**config.mk**
```make
export PLATFORM = sky130hd
export DESIGN_NAME = fip_32_seq_div
export DESIGN_NICKNAME = d
export VERILOG_FILES = /design/src/rtl/fip_pkg.sv /design/src/rtl/fip_32_seq_div.sv
export SDC_FILE = /design/constraint.sdc
export NUM_CORES = 1
export LEC_CHECK = 0
export CORE_MARGIN = 1
export CORE_UTILIZATION = 59
export DETAILED_ROUTE_END_ITERATION = 7
export GPL_TIMING_DRIVEN = 0
export PLACE_DENSITY = 0.82
export RECOVER_POWER = 25
export SLEW_MARGIN = 20
export SYNTH_ARGS = -nofsm -noshare
export SYNTH_HDL_FRONTEND = slang
export SYNTH_SLANG_ARGS = --single-unit
```
**constraint.sdc**
```tcl
create_clock -name clk -period 7.2 [get_ports clk]
set_input_delay 1.44 -clock clk [delete_from_list [all_inputs] [get_ports clk]]
set_output_delay 1.44 -clock clk [all_outputs]
set_load 0.02 [all_outputs]
```
**src/rtl/fip_pkg.sv**
```systemverilog
// Shared Q16.16 fixed-point types and saturation limits for the fip arithmetic blocks.
package fip_pkg;

    localparam int unsigned FIP_WIDTH = 32;
    localparam int unsigned FIP_FRAC  = 16;

    localparam logic [31:0] FIP_MAX = 32'h7FFF_FFFF;
    localparam logic [31:0] FIP_MIN = 32'h8000_0000;

    typedef logic signed [31:0] fip_t;

    typedef enum logic [1:0] {
        IDLE,
        CALC,
        DONE
    } fip_div_state_e;

endpackage

```
**src/rtl/fip_32_seq_div.sv**
```systemverilog
// Signed Q16.16 divider: restoring division on magnitudes, one quotient bit per clock,
// followed by sign restoration, saturation and status flags.
module fip_32_seq_div
    import fip_pkg::*;
#(
    parameter int unsigned WIDTH     = FIP_WIDTH,
    parameter int unsigned FRAC_BITS = FIP_FRAC
) (
    input  logic             clk,
    input  logic             reset,
    input  logic             in_valid,
    output logic             in_ready,
    input  logic [WIDTH-1:0] dividend,
    input  logic [WIDTH-1:0] divisor,
    output logic             out_valid,
    input  logic             out_ready,
    output logic [WIDTH-1:0] quotient,
    output logic             overflow,
    output logic             div_by_zero,
    output logic             underflow
);

    localparam int unsigned ITERS = WIDTH + FRAC_BITS;
    localparam int unsigned CNT_W = $clog2(ITERS);

    localparam logic [WIDTH-1:0] SAT_MAX = {1'b0, {(WIDTH-1){1'b1}}};
    localparam logic [WIDTH-1:0] SAT_MIN = {1'b1, {(WIDTH-1){1'b0}}};
    localparam logic [ITERS-1:0] POS_LIM = {{FRAC_BITS{1'b0}}, SAT_MAX};
    localparam logic [ITERS-1:0] NEG_LIM = {{FRAC_BITS{1'b0}}, SAT_MIN};

    fip_div_state_e state_q, state_d;

    logic [ITERS-1:0] sr_q;
    logic [WIDTH:0]   rem_q;
    logic [WIDTH-1:0] dvs_q;
    logic [CNT_W-1:0] cnt_q;
    logic             sign_q;
    logic             dvd_zero_q;
    logic             dvd_neg_q;
    logic             dvs_zero_q;

    logic             accept;
    logic             last;
    logic [WIDTH-1:0] dvd_mag;
    logic [WIDTH-1:0] dvs_mag;
    logic [WIDTH+1:0] rem_shift;
    logic             ge;
    logic [WIDTH:0]   rem_step;
    logic [ITERS-1:0] sr_step;
    logic [WIDTH-1:0] res_quot;
    logic             res_ovf;
    logic             res_dbz;
    logic             res_unf;

    // Operand magnitudes; the most negative value maps to 2^(WIDTH-1) unsigned
    always_comb begin
        dvd_mag = dividend[WIDTH-1] ? WIDTH'(-dividend) : dividend;
        dvs_mag = divisor[WIDTH-1]  ? WIDTH'(-divisor)  : divisor;
    end

    // One restoring step; the shift register holds remaining dividend bits above quotient bits
    always_comb begin
        rem_shift = {rem_q, sr_q[ITERS-1]};
        ge        = rem_shift >= {2'b00, dvs_q};
        rem_step  = ge ? (WIDTH+1)'(rem_shift - {2'b00, dvs_q}) : rem_shift[WIDTH:0];
        sr_step   = {sr_q[ITERS-2:0], ge};
    end

    // Final result from the magnitude produced by the last step
    always_comb begin
        res_quot = '0;
        res_ovf  = 1'b0;
        res_dbz  = 1'b0;
        res_unf  = 1'b0;
        if (dvs_zero_q) begin
            res_dbz = 1'b1;
            if (!dvd_zero_q) begin
                res_quot = dvd_neg_q ? SAT_MIN : SAT_MAX;
            end
        end else if (!sign_q && (sr_step > POS_LIM)) begin
            res_quot = SAT_MAX;
            res_ovf  = 1'b1;
        end else if (sign_q && (sr_step > NEG_LIM)) begin
            res_quot = SAT_MIN;
            res_ovf  = 1'b1;
        end else begin
            res_quot = sign_q ? WIDTH'(WIDTH'(0) - sr_step[WIDTH-1:0]) : sr_step[WIDTH-1:0];
            res_unf  = !dvd_zero_q && (sr_step == '0);
        end
    end

    always_comb begin
        state_d = state_q;
        accept  = 1'b0;
        last    = cnt_q == CNT_W'(ITERS - 1);
        case (state_q)
            IDLE: begin
                accept = in_valid && in_ready;
                if (accept) state_d = CALC;
            end
            CALC: begin
                if (last) state_d = DONE;
            end
            DONE: begin
                if (out_ready) state_d = IDLE;
            end
            default: state_d = IDLE;
        endcase
    end

    always_ff @(posedge clk or posedge reset) begin
        if (reset) begin
            state_q     <= IDLE;
            in_ready    <= 1'b1;
            out_valid   <= 1'b0;
            quotient    <= '0;
            overflow    <= 1'b0;
            div_by_zero <= 1'b0;
            underflow   <= 1'b0;
            sr_q        <= '0;
            rem_q       <= '0;
            dvs_q       <= '0;
            cnt_q       <= '0;
            sign_q      <= 1'b0;
            dvd_zero_q  <= 1'b0;
            dvd_neg_q   <= 1'b0;
            dvs_zero_q  <= 1'b0;
        end else begin
            state_q   <= state_d;
            in_ready  <= state_d == IDLE;
            out_valid <= state_d == DONE;
            if (accept) begin
                sign_q     <= dividend[WIDTH-1] ^ divisor[WIDTH-1];
                dvd_zero_q <= dividend == '0;
                dvd_neg_q  <= dividend[WIDTH-1];
                dvs_zero_q <= divisor == '0;
                dvs_q      <= dvs_mag;
                sr_q       <= {dvd_mag, {FRAC_BITS{1'b0}}};
                rem_q      <= '0;
                cnt_q      <= '0;
            end
            if (state_q == CALC) begin
                rem_q <= rem_step;
                sr_q  <= sr_step;
                cnt_q <= cnt_q + CNT_W'(1);
                if (last) begin
                    quotient    <= res_quot;
                    overflow    <= res_ovf;
                    div_by_zero <= res_dbz;
                    underflow   <= res_unf;
                end
            end
        end
    end

endmodule

```
==> results by group <==
Place
  – Port Buffers: roughly 100
  – Gpl congestion: about 1
  – DP HPWL: 23400 um
  – Placed insts: 1609

Drt
  – Total wire length: 31100 um
  – Via density: 6.35
  – Wire per inst: 19.0 um
  – Via count: 10400
  – Drt first pass iters: 8
  – Initial DRC Count: around 1200
  – Post-route DRC: 0
  – Post-DRT Antenna Nets: 0

Global route
  – Largest net degree at the start of global routing: 88
  – Vias in the first global route: around 9600
  – Grt ovf: 0
  – First-pass GRT wire length: 49500 um
  – Initial antenna violation count: 0
  – Global-route usage over all layers: 0.344

Synth
  – Syn avg cell area: 8.45 um^2
  – Top cell type's share of synthesized area: 0.374
  – Count leader, synth: o21ai_0
  – Top post-synthesis cells by count: o21ai_0, dfrtp_1, nand2_1
  – Yosys cell types: 81
  – Synthesized flop and latch total: 162
  – Area contributors post-synth: dfrtp_1, o21ai_0, xor2_1
  – Sequential-to-total area share from yosys stat: 0.376
  – Syn_nets: 1381
  – Leading area contributor after synthesis: dfrtp_1
  – Synth Instances: 1276
  – FFs w/ async S/R, synth: 1.00
  – Ys Warns: 0
  – Synth Flop Type: dfrtp_1
  – Post-synth EDFFs: 0
  – Cell Area, Synth: 0.0108 mm^2

Clocking
  – Post-CTS Setup Bufs: 0
  – Clock latency on the worst-skew pair: roughly 440 ps
  – Root Buffer: clkbuf_16
  – Clk pin slew, worst setup/hold paths: 60 ps
  – Clock tree sinks: about 160
  – Cts hold-fix bufs: 0
  – H-tree depth: 4
  – CTS tree: built
  – Clk buf depth: 2
  – Post-cts repair resize count: 0
  – Inserted Clock Buffers: 17

STA
  – Post-route minimum period: a little over 6000 ps
  – RSZ-0062 raised after global routing: no
  – Slew @ Worst Pin: 3670 ps
  – Slew headroom: -1.46
  – Clock skew: 15.8 ps
  – Final worst-path cycle share: 0.861
  – Final setup fails: 0
  – Max-slew violations: 165
  – Final hold vios: 0
  – F_max: 0.161 GHz

Critical path
  – Crit-path max FO: 10
  – Nature of the critical path startpoint: flip-flop
  – Worst EP required: 7560 ps
  – CP Capture Type: flip-flop
  – Critical path class: reg -> reg
  – Arr. time, crit path: 6560 ps

Run status
  – Violated checks: max-capacitance violations, max-slew violations
  – Status: finished, violations left

Finish
  – Fin util: 0.706
  – Layout cell share with drive strength beyond 1: 0.0467
  – Antenna fix cells: 0
  – NumNets Final: around 1500
  – Final instance count without filler cells: 1641
  – Area Growth Syn to Fin: 17.7%

Die
  – Core region area: 0.0180 mm^2
  – Area of the die: approximately 0.019 mm^2
  – Overall die height: 137 um
  – Row Count: 49
  – Horiz. Die Dim: 137 um
  – Ports: between 100 and 150
  – Initial Utilization: 0.600

Flow run
  – Max_cap viols: 2

Min path
  – HP Class: reg -> reg

Power
  – Max VDD drop: 0.280 mV
  – Pwr Density: 501 mW/mm^2
  – Leak pwr: 5.33 nW
sequential cells by signal, indices dropped and copies added, names as in the netlist:
register / cells
sr_q: 48
rem_q: 33
dvs_q: 32
quotient: 32
cnt_q: 6
state_q: 2
div_by_zero: 1
dvd_neg_q: 1
dvd_zero_q: 1
dvs_zero_q: 1
in_ready: 1
out_valid: 1
overflow: 1
sign_q: 1
underflow: 1
layer usage:
layer,vias to the layer above,track usage,wire length [um]
li1,4922,-,-
met1,4899,0.458,13100
met2,506,0.549,14600
met3,87,0.0674,2560
met4,0,0.138,852
met5,-,0,0
cells in the final DEF (no fill, tap or decap), drive strengths merged, types with 6 or more instances in the layout:
cell	netlist	routed
xor2	74	74
o21a	7	7
buf	13	13
or2	8	8
xnor2	20	20
nor4	13	13
clkdlybuf4s50	0	101
nor2	59	59
nand2	156	156
nor3	27	27
o22ai	7	7
or4	16	16
o41ai	14	14
a21o	6	6
nand2b	9	9
clkbuf	71	92
dfrtp	161	161
inv	50	53
clkinv	1	6
and3	6	6
a21oi	75	75
a32oi	12	12
o31ai	29	29
mux2i	20	20
nand3	41	41
or3	16	16
a22oi	29	29
a221o	9	9
a31oi	8	8
o21ai	189	189
a211oi	14	14
nand4	16	16
ha	36	36
through the flow:
step	power (W)	hold slack [ps]	setup WS [ps]	area (um^2)	setup TNS, ps
after floorplan	0.00432	450	1390	10800	0
after global placement	0.00524	461	-587	12100	-91970
after detailed placement	0.00536	470	1270	12100	0
after CTS	0.00626	485	1200	12700	0
after global routing	0.00684	508	755	12700	0
final	0.00636	480	998	12700	0
kinds of logic (layout without fill, tap and decap cells):
logic type,after synthesis,count (layout),share of synthesized area
AND/OR/NAND/NOR,392,392,0.182
flip-flops,162,162,0.376
buffers and inverters,135,271,0.0476
multiplexers,22,22,0.0207
adder cells (fa/ha/maj),37,37,0.0436
XOR/XNOR,94,94,0.0764
AO/OA/AOI/OAI,434,434,0.253
path summary, 6_finish.rpt:
path,start,endpoint,slack [ps],depth (start not counted)
worst max-delay path,sr_q[47],quotient[7],1000,23
worst min-delay path,overflow,overflow,480,2
worst max register to register,sr_q[47],quotient[7],1000,23
worst min register to register,overflow,overflow,480,2
max in group asynchronous,reset,sr_q[29],1640,3
min in group asynchronous,reset,quotient[5],2550,2
power breakdown:
part	total, W	internal [W]	switching [W]
logic	0.00380	0.00148	0.00232
clock network	0.000900	0.000501	0.000399
registers	0.00166	0.00132	0.000342
worst max-delay path, stage by stage (launching register included):
cell and delay (ps):
dfrtp_1 450, inv_1 100, ha_1 180, fa_1 220, nand2b_1 180, a21oi_2 100, a221oi_1 450, or4b_1 340
a21bo_2 170, buf_2 240, nand2_4 180, inv_1 150, clkbuf_1 470, ha_1 280, or3b_2 470, clkbuf_1 200
nor3_1 350, nand4_1 220, a21o_1 230, clkbuf_1 220, a21o_1 380, nor3_1 240, a211oi_1 110, o21ai_0 170
area by class of cell:
type	instances	area, um^2
Clock inverter	12	123
Buffer	84	322
Multi-Input combinational cell	979	6220
Timing Repair Buffer	104	1040
Inverter	51	193
Tap cell	229	287
Fill cell	1481	5270
Sequential cell	162	4060
Clock buffer	20	457
Power figures use the tool's default switching activity.
